==> config.mk <==
export PLATFORM = sky130hd
export DESIGN_NAME = layer2_bias_argmax
export DESIGN_NICKNAME = d
export VERILOG_FILES = /design/src/rtl/layer2_pkg.sv /design/src/rtl/layer2_argmax_cmp.sv /design/src/rtl/layer2_bias_argmax.sv
export SDC_FILE = /design/constraint.sdc
export NUM_CORES = 1
export LEC_CHECK = 0
export BUFFER_PORTS_ARGS = -buffer_cell sky130_fd_sc_hd__buf_4
export CELL_PAD_IN_SITES_DETAIL_PLACEMENT = 0
export CELL_PAD_IN_SITES_GLOBAL_PLACEMENT = 2
export CORE_MARGIN = 2
export CORE_UTILIZATION = 37
export DETAILED_ROUTE_END_ITERATION = 10
export PLACE_DENSITY = 0.82
export SYNTH_ARGS = -nofsm -noshare
export SYNTH_HDL_FRONTEND = slang
export SYNTH_HIERARCHICAL = 1
export SYNTH_SLANG_ARGS = --single-unit
==> constraint.sdc <==
create_clock -name clk -period 11 [get_ports clk]
set_input_delay 1.65 -clock clk [delete_from_list [all_inputs] [get_ports clk]]
set_output_delay 1.65 -clock clk [all_outputs]
set_load 0.02 [all_outputs]
==> src/rtl/layer2_pkg.sv <==
// Shared defaults and FSM encoding for the layer-2 bias-add and argmax block.
package layer2_pkg;

  localparam int OUT_SIZE_DEF = 10;
  localparam int W_DEF        = 8;
  localparam int ACC_W_DEF    = 24;
  localparam int IDX_W_DEF    = 4;

  typedef enum logic [1:0] {
    ST_IDLE = 2'd0,
    ST_WAIT = 2'd1,
    ST_SCAN = 2'd2,
    ST_DONE = 2'd3
  } state_t;

endpackage

==> src/rtl/layer2_argmax_cmp.sv <==
// One-neuron-per-cycle bias add and running-max tracker (strict greater, ties keep lowest index).
module layer2_argmax_cmp
  import layer2_pkg::*;
#(
  parameter int W     = W_DEF,
  parameter int ACC_W = ACC_W_DEF,
  parameter int IDX_W = IDX_W_DEF
) (
  input  logic                    clk,
  input  logic                    rst_n,
  input  logic                    en,
  input  logic                    first,
  input  logic [IDX_W-1:0]        idx,
  input  logic signed [ACC_W-1:0] acc,
  input  logic signed [W-1:0]     bias,
  output logic signed [ACC_W:0]   score,
  output logic signed [ACC_W:0]   max_score,
  output logic [IDX_W-1:0]        max_idx
);

  // One extra bit of headroom makes the sum of two sign-extended operands exact.
  assign score = {acc[ACC_W-1], acc} + {{(ACC_W + 1 - W){bias[W-1]}}, bias};

  always_ff @(posedge clk) begin
    if (!rst_n) begin
      max_score <= '0;
      max_idx   <= '0;
    end else if (en && (first || (score > max_score))) begin
      max_score <= score;
      max_idx   <= idx;
    end
  end

endmodule

==> src/rtl/layer2_bias_argmax.sv <==
// Snapshots layer-2 MAC sums and biases, then scans them for the highest biased score.
// Optional macro LAYER2_SCORES_OUT_EN adds the scores_out port exposing every biased score.
module layer2_bias_argmax
  import layer2_pkg::*;
#(
  parameter int OUT_SIZE = OUT_SIZE_DEF,
  parameter int W        = W_DEF,
  parameter int ACC_W    = ACC_W_DEF,
  parameter int IDX_W    = IDX_W_DEF
) (
  input  logic                      clk,
  input  logic                      rst_n,
  input  logic                      start,
  input  logic [OUT_SIZE*W-1:0]     bias_in,
  input  logic                      bias_valid,
  input  logic [OUT_SIZE*ACC_W-1:0] acc_in,
  input  logic                      acc_valid,
  output logic [IDX_W-1:0]          class_out,
  output logic signed [ACC_W:0]     max_score,
  output logic                      busy,
  output logic                      done
`ifdef LAYER2_SCORES_OUT_EN
  ,
  output logic [OUT_SIZE*(ACC_W+1)-1:0] scores_out
`endif
);

  // The counter runs one step past the last neuron: that extra edge publishes the
  // registered running max, so done rises OUT_SIZE+1 edges after the snapshot edge.
  localparam int                CNT_W    = $clog2(OUT_SIZE + 1);
  localparam logic [CNT_W-1:0] SCAN_END = CNT_W'(OUT_SIZE);

  state_t                  state;
  logic [CNT_W-1:0]        idx;
  logic [IDX_W-1:0]        idx_sel;
  logic signed [W-1:0]     bias_q [OUT_SIZE];
  logic signed [ACC_W-1:0] acc_q  [OUT_SIZE];
  logic                    cmp_en;
  logic                    cmp_first;
  logic signed [ACC_W:0]   cmp_max;
  logic [IDX_W-1:0]        cmp_idx;
`ifdef LAYER2_SCORES_OUT_EN
  logic signed [ACC_W:0]   cmp_score;
`endif

  assign idx_sel   = idx[IDX_W-1:0];
  assign cmp_en    = (state == ST_SCAN) && (idx != SCAN_END);
  assign cmp_first = (idx == '0);

  layer2_argmax_cmp #(
    .W     (W),
    .ACC_W (ACC_W),
    .IDX_W (IDX_W)
  ) u_cmp (
    .clk       (clk),
    .rst_n     (rst_n),
    .en        (cmp_en),
    .first     (cmp_first),
    .idx       (idx_sel),
    .acc       (acc_q[idx_sel]),
    .bias      (bias_q[idx_sel]),
`ifdef LAYER2_SCORES_OUT_EN
    .score     (cmp_score),
`else
    .score     (),
`endif
    .max_score (cmp_max),
    .max_idx   (cmp_idx)
  );

  // NOTE: every update below is non-blocking, so all branches read pre-edge values.
  always_ff @(posedge clk) begin
    if (!rst_n) begin
      state     <= ST_IDLE;
      idx       <= '0;
      class_out <= '0;
      max_score <= '0;
      busy      <= 1'b0;
      done      <= 1'b0;
      // NOTE: the snapshot array is reset too, so an aborted scan leaves no stale operands.
      for (int i = 0; i < OUT_SIZE; i++) begin
        bias_q[i] <= '0;
        acc_q[i]  <= '0;
      end
    end else begin
      case (state)
        ST_IDLE: begin
          if (start) begin
            state <= ST_WAIT;
            busy  <= 1'b1;
          end
        end
        ST_WAIT: begin
          if (bias_valid && acc_valid) begin
            for (int i = 0; i < OUT_SIZE; i++) begin
              bias_q[i] <= bias_in[i*W +: W];
              acc_q[i]  <= acc_in[i*ACC_W +: ACC_W];
            end
            idx   <= '0;
            state <= ST_SCAN;
          end
        end
        ST_SCAN: begin
          if (idx == SCAN_END) begin
            class_out <= cmp_idx;
            max_score <= cmp_max;
            idx       <= '0;
            busy      <= 1'b0;
            done      <= 1'b1;
            state     <= ST_DONE;
          end else begin
            idx <= idx + CNT_W'(1);
          end
        end
        ST_DONE: begin
          if (start) begin
            done  <= 1'b0;
            busy  <= 1'b1;
            state <= ST_WAIT;
          end
        end
        default: state <= ST_IDLE;
      endcase
    end
  end

`ifdef LAYER2_SCORES_OUT_EN
  logic signed [ACC_W:0] scores_q [OUT_SIZE];

  always_ff @(posedge clk) begin
    if (!rst_n) begin
      for (int i = 0; i < OUT_SIZE; i++) scores_q[i] <= '0;
    end else if (cmp_en) begin
      scores_q[idx_sel] <= cmp_score;
    end
  end

  for (genvar g = 0; g < OUT_SIZE; g++) begin : g_scores
    assign scores_out[g*(ACC_W+1) +: ACC_W+1] = scores_q[g];
  end
`endif

endmodule

* After elaboration in Yosys (flattened, before gate mapping)
Memory sizes are Yosys's and may differ from the RTL's. A register that Yosys moved wholly into a read port is not among the register bits.
Index checks and enable logic that the tools add are counted.
** Cells by class
- Add/sub/neg operators :: 2
- $lt $le $gt $ge :: 1
- Eq/ne operators :: 9
- Mux-type cells :: 42
- Bitwise operators :: 20
- Reduce and logical (&&, ||, !) cells :: 15
** Operators by type and width (count)
- two-way mux 24 bit :: 10
- two-way mux 8 bit :: 10
- adder 24 x 8 -> 25 bit :: 1
- greater-than comparator 25 bit :: 1
- two-way mux 4 bit :: 6
- bitwise OR 1 bit :: 20
- two-way mux 1 bit :: 9
- AND reduction 3 bit :: 3
- case mux 4 bit (2 select lines) :: 1
- two-way mux 2 bit :: 3
- case mux 2 bit (3 select lines) :: 1
- nonzero test 2 bit :: 3
- adder 4 x 1 -> 4 bit, second input constant :: 1
- equality test 2 bit, second input constant :: 2
- equality test 4 bit, second input constant :: 1
- logical NOT 4 bit :: 1
- != test 2 x 1 -> 1 bit, second input constant :: 2
- != test 2 bit, second input constant :: 2
- != test 4 bit, second input constant :: 1
- case mux 1 bit (2 select lines) :: 2
- AND reduction 2 bit :: 2
- logical AND 1 bit :: 3
- equality test 2 x 1 -> 1 bit, second input constant :: 1
- logical NOT 2 bit :: 1
- 2 further kinds :: 2
** Word-level totals
- Bits in registers :: 66
- RAM bits :: 320
- Input port bits :: 325
- Output and inout port bits :: 31
- Word-level logic and storage cells :: 99
- Memories kept :: 2
** Memory list
- acc_q :: words 10, bits a word 24, read ports 1, clocked after Yosys merged registers in 1, write ports 10, RTL line layer2_bias_argmax.sv:37 : logic signed [ACC_W-1:0] acc_q [OUT_SIZE];
- bias_q :: words 10, bits a word 8, read ports 1, clocked after Yosys merged registers in 1, write ports 10, RTL line layer2_bias_argmax.sv:36 : logic signed [W-1:0] bias_q [OUT_SIZE];

* Longest topological paths before layout
Gate-level depths: netlist (run 1).
- Depth after elaboration :: 6
- Mapped depth :: 26
- Mapped depth without buffers :: 22

* Hierarchy
The synthesis (run 1) kept the hierarchy.
** By module, submodules not included
- layer2_bias_argmax :: times used 1, cells each 1229, area each 16432.0 sq um, sequential area each 10430.0 sq um
- layer2_argmax_cmp :: times used 1, cells each 401, area each 3200.6 sq um, sequential area each 580.6 sq um

* Worst setup path before layout (run 1)
Ideal clock, no wire load.
- Path type :: input to register
- From :: input port rst_n
- To :: memory acc_q[0][0] (netlist name), enable pin
- Library setup time :: 2409 ps
- Arrival time :: 7489 ps
- Required time :: 8591 ps
- Slack :: 1102 ps
- Cell stages on the path :: 4
- Buffers on the path :: 3
- Cell sequence :: buf_2 > clkbuf_1 > clkbuf_1 > nand2_1
** RTL lines
- from (decl) :: RTL line layer2_bias_argmax.sv:12 : input logic rst_n,
- to (decl) :: RTL line layer2_bias_argmax.sv:37

==> results of run 1 <==
-- worst max-delay path, delay by kind of cell, from the launching register on --
kind,cells,cell delay (ps)
compound gates,11,2780
buf+inv,3,990
fa+ha+maj,3,900
simple gates,5,760
flops,1,680
mux,2,390
-- area by class of cell --
| type | count | area, um2 | share of cell area |
|---|---|---|---|
| Sequential cell | 390 | 11020 | 0.4574 |
| Multi-Input combinational cell | 1064 | 7760 | 0.3222 |
| Timing Repair Buffer | 370 | 2809 | 0.1166 |
| Clock buffer | 53 | 1167 | 0.04848 |
| Tap cell | 688 | 860.8 | 0.03575 |
| Clock inverter | 23 | 289.0 | 0.01200 |
| Inverter | 46 | 172.7 | 0.007170 |
| Antenna cell | 3 | 7.507 | 0.0003117 |
-- registers in the layout (all words and copies together) (netlist names), named ones only --
signal,count
bias_q,80
acc_q,240
class_out,4
idx,4
state,2
max_score,25
u_cmp/max_idx,4
u_cmp/max_score,25
busy,1
done,1
-- worst paths after layout --
| check | from | to | slack [ps] | depth (start not counted) |
|---|---|---|---|---|
| max | flip-flop | u_cmp/max_score[13] | 4270 | 24 |
| min | busy | busy | 450 | 2 |
| max reg2reg | flip-flop | u_cmp/max_score[13] | 4270 | 24 |
| min reg2reg | busy | busy | 450 | 2 |
-- metal layers --
| metal | global-route usage | vias to the layer above |
|---|---|---|
| li1 | - | 6739 |
| met1 | 0.2902 | 6662 |
| met2 | 0.3016 | 439 |
| met3 | 0.03174 | 79 |
| met4 | 0.05955 | 2 |
| met5 | 0 | - |
-- logic make-up after synthesis --
kind of cell             share of synthesized area
AND/OR/NAND/NOR                             0.1593
flip-flops                                  0.5608
AO/OA/AOI/OAI                              0.09560
multiplexers                               0.09693
buffers and inverters                      0.04595
adder cells (fa/ha/maj)                    0.03607
XOR/XNOR                                  0.005353
-- report_power, final --
group / internal (mW) / switching [mW] / leakage, nW / total, mW
Sequential: 1.77 / 0.0807 / 3.89 / 1.86
Clock: 0.896 / 0.592 / 0.711 / 1.49
Combinational: 0.637 / 0.862 / 5.90 / 1.50
-- cells in the mapped netlist (all sizes together) (9+ instances only) --
cell | count | area [um2]
edfxtp | 320 | 9609
nand3 | 14 | 70.07
a21oi | 28 | 155.2
and3 | 327 | 2046
o21ai | 47 | 242.7
ha | 55 | 688.2
mux2i | 81 | 810.8
nor3 | 11 | 60.06
a22oi | 25 | 187.7
o22ai | 10 | 62.56
a21boi | 33 | 251.5
buf | 36 | 339.1
a21o | 19 | 142.6
clkbuf | 94 | 390.4
a221o | 9 | 90.09
dfxtp | 70 | 1401
inv | 45 | 168.9
mux2 | 97 | 1092
nor2 | 44 | 165.2
nand2 | 126 | 473.0
o221ai | 26 | 227.7
==> qor.yml, run 1 <==
outcome: "complete, no violations"
synth_cell_types: 76
overflow: 0
vias: 13921
synth_ff_type: "edfxtp_1"
fp.dieH_um: 234.4
cts-htree-levels: 2
crit_fanout: 82
required_ps: 11440
drt_wl_total_um: 55300
fmax_ghz: 0.1487
period_needed_ps: 6726
synth.cell_area_um2: 19630
final_cell_area_um2: 24080
synth_nets: 2011
drc: 0
cts_max_path_buffers: 3
dpl.cell_count: 2558
final_common_cell: "buf_4"
grt_max_degree: 172
slowest_stage: "dfxtp_4"
p_leak_nw: 10.50
start_util: 0.3736
hold_viol: 0
cap_violations: 0
firstDrtPassIters: 5
ant_nets: 0
tightest_slew_ps: 1176
die_area_um2: 54920
drive_gt1_frac: 0.2862
gp_congestion: 0.8543
startpoint_type: "flip-flop"
wl_met1_um: 26150
slowest_delay_ps: 680
ys_seq_area_frac: 0.5608
finalCritPeriodShare: 0.6114
dpl-instance-area_um2: 22620
hp-class: "reg -> reg"
num_rows: 84
hpwl_um: 38690
track_usage: 0.1983
place_ws_ps: 4262
viasPerCell: 5.279
crit_arrival_ps: 7170
postLayoutCoreUtil: 0.4583
fp.dieW_um: 234.4
fillers: 4926
power_density_nw_per_um2: 201.1
clk_latency_ps: 580
area_growth_pct: 22.66
synth_cells: 1630
wl_met3_um: 3080
mostFrequentLayoutCells: "buf_4, and3_1, edfxtp_1, nand2_1, mux2_2"
cts_tree: "built"
numCtsBuffers: 43
final_nets: 2296
irDropWorstVdd_mv: 0.1066
top_layer: "met5"
ys_ff_latch: 390
synth_warnings: 6
critPathKind: "reg -> reg"
wire_per_inst_um: 20.97
synth.avg_cell_area_um2: 12.04
core_area_um2: 52550
async_flop_share: 0
io_buffers: 355
path_cells: "buf_12 -> mux2i_1 -> a22oi_1 -> o221ai_1 -> o21ai_1 -> ha_1 -> inv_1 -> fa_1 -> nand2b_1 -> a21o_1 -> a211o_1 -> a21oi_1 -> o21bai_1 -> o21ai_0 -> nor2_1 -> ha_1 -> nand4_1 -> nor3_1 -> a21boi_2 -> a221oi_4 -> a21oi_4 -> buf_4 -> mux2i_1 -> nor2_1"
skew_ps: 21.10
end_kind: "flip-flop"
cts_sinks: 390
cts_resized: 0
grt_pass1_wl_um: 82300
p_total_mw: 4.842
cts.clk_slew.worst_paths_ps: 60
rsz0062_at_grt: "false"
relSlewSlack: 0.2158
setup_viol_count_final: 0
post_cts_buffers: 0
antenna_found_initial: 5
grt_pass1_vias: 13787
cts_root_buf: "clkbuf_16"
whs_ps: 454.1
io_pins: 356
synth_edf_count: 320
wl_met2_um: 24810
holdBufCountCts: 0
drv_slew: 0
finalWorstSetupSlack_ps: 4275
layoutNonFillerInstCount: 2637
finalSetupTns_ps: 0
drt-initial-drc-count: 1133
(Power assumes the default switching activity.)
==> inputs of run 2 (changes only) <==
==> constraint.sdc (replaced) <==
create_clock -name clk -period 6.5 [get_ports clk]
set_input_delay 0.975 -clock clk [delete_from_list [all_inputs] [get_ports clk]]
set_output_delay 0.975 -clock clk [all_outputs]
set_load 0.02 [all_outputs]
==> run 2 against run 1 <==
- design area rose by 0.80%
- first-iteration DRC count is 11% higher
- maximum frequency grew 12%
- final cell count grew 0.49%
- worst hold slack improved by 9.0 ps
- critical path depth stayed put
- routed wire length decreased by 0.69%
- worst setup slack got worse by 3800 ps
- count of clock-buffer cells in the layout increased by 1
- non-clock buffer count is 12 higher
- global-route usage down 0.19 points
==> qor.yml, run 2 (synthesis gave the netlist of run 1 again) <==
outcome: "complete, no violations"
postLayoutCoreUtil: 0.4619
hold_viol: 0
grt_pass1_wl_um: 81220
io_pins: 356
viasPerCell: 5.283
drv_slew: 0
dpl-instance-area_um2: 22750
p_int_mw: 5.707
antenna_found_initial: 4
worst-r2r-setup-slack_ps: 490
p_total_mw: 8.345
drt_wl_total_um: 54920
firstDrtPassIters: 5
p_leak_nw: 10.61
critPathKind: "reg -> reg"
pwr-share-comb: 0.311
final_nets: 2308
fp.dieH_um: 234.4
required_ps: 6980
startpoint_type: "flip-flop"
overflow: 0
io_buffers: 355
cts_resized: 0
rsz0062_at_grt: "false"
mostFrequentLayoutCells: "buf_4, and3_1, edfxtp_1, nand2_1, mux2_2"
vias: 14001
regMostFlops: "acc_q"
finalSetupTns_ps: 0
cts_tree: "built"
swShare: 0.3161
track_usage: 0.1964
fp.dieW_um: 234.4
grt_pass1_vias: 13571
drt-initial-drc-count: 1259
p_clk_frac: 0.315
gp_congestion: 0.8257
grt_max_degree: 190
p_switching_mw: 2.638
final_cell_area_um2: 24270
holdBufCountCts: 0
fmax_ghz: 0.1663
drc: 0
setup_viol_count_final: 0
hp-class: "reg -> reg"
r2r_end: "u_cmp/max_score[16]"
skew_ps: 19.63
area_growth_pct: 23.64
cts.clk_slew.worst_paths_ps: 60
tightest_slew_ps: 1107
period_needed_ps: 6012
hold_path_end: "max_score[9]"
cap_violations: 0
ant_nets: 0
power_density_nw_per_um2: 343.8
finalCritPeriodShare: 0.9249
crit_fanout: 51
drive_gt1_frac: 0.2908
hold_depth: 2
start_util: 0.3736
num_rows: 84
die_area_um2: 54920
reg2reg_depth: 24
hp-start: "max_score[9]"
whs_ps: 463.2
p_seq_frac: 0.374
post_cts_buffers: 0
cts_root_buf: "clkbuf_16"
numCtsBuffers: 43
cts_max_path_buffers: 3
largest_register_ffs: 240
reg_top3: "acc_q (240), bias_q (80)"
hpwl_um: 39170
end_kind: "flip-flop"
cts-htree-levels: 2
clk_latency_ps: 590
final_common_cell: "buf_4"
crit_arrival_ps: 6500
core_area_um2: 52550
irDropWorstVdd_mv: 0.1912
wire_per_inst_um: 20.72
cts_sinks: 390
relSlewSlack: 0.2621
[run 2: cell count changes in the layout (fill, tap and decap cells not counted), moves of 2 or more]
cell	previous run	this run
buf_12	2	5
inv_16	0	2
clkbuf_1	6	9
inv_6	1	4
buf_4	367	376
clkinv_2	5	3
clkinv_1	8	6
clkinv_8	2	0
bufinv_16	6	8
[run 2: critical path, cell delays in order (launching register included)]
cell	delay, ps
dfxtp_4	560
buf_12	210
buf_12	290
buf_4	250
mux2i_1	90
a22oi_1	200
o221ai_1	180
o21ai_1	160
ha_1	310
a21oi_1	180
a21boi_1	120
o311ai_4	290
a31oi_2	170
o211a_1	240
or3_1	360
and2_1	170
ha_1	280
nand4_1	170
nor4_2	360
nand2_1	90
a31oi_1	410
a21oi_4	230
buf_4	250
nand2b_1	150
a21oi_1	130
[run 2: layer usage]
| layer | share of wire | vias to the layer above | track usage |
|---|---|---|---|
| met5 | 0.00029 | - | 0 |
| met4 | 0.024 | 2 | 0.05287 |
| met3 | 0.060 | 73 | 0.03368 |
| met2 | 0.44 | 428 | 0.2942 |
| met1 | 0.48 | 6739 | 0.2921 |
| li1 | - | 6759 | - |
[run 2: worst max path at each step]
stage	start	to	cells past startpoint	slack (ps)
finish	flip-flop	u_cmp/max_score[16]	24	490
global route	flip-flop	u_cmp/max_score[10]	24	50
CTS	flip-flop	u_cmp/max_score[10]	24	500
detailed placement	flip-flop	u_cmp/max_score[10]	24	510
global placement	flip-flop	u_cmp/max_score[15]	24	610
floorplan	rst_n	acc_q[0][0]	4	550
[run 2: layout make-up]
cell class,count,area (um2)
clock buffer,54,1149
tap,688,860.8
sequential,390,11020
antenna,2,5.005
timing repair buffer,382,2937
multi-input combinational,1064,7769
clock inverter,24,366.6
inverter,46,172.7
fill,4849,28280
[run 2: power groups by stage]
stage	Clock (mW)	Combinational, mW	Sequential, mW
4_1_cts	2.69	2.60	3.13
3_3_place_gp	0	2.55	3.17
2_1_floorplan	0	1.90	3.15
5_1_grt	2.77	2.86	3.15
3_5_place_dp	0	2.58	3.18
6_report	2.63	2.59	3.13
[run 2: metrics by stage]
step                worst slack, ps  cells
detailed placement            514.3   2570
global route                  52.19   2650
finish                        488.1   2650
global placement              611.0   2570
floorplan                     549.3   1630
CTS                           499.1   2648
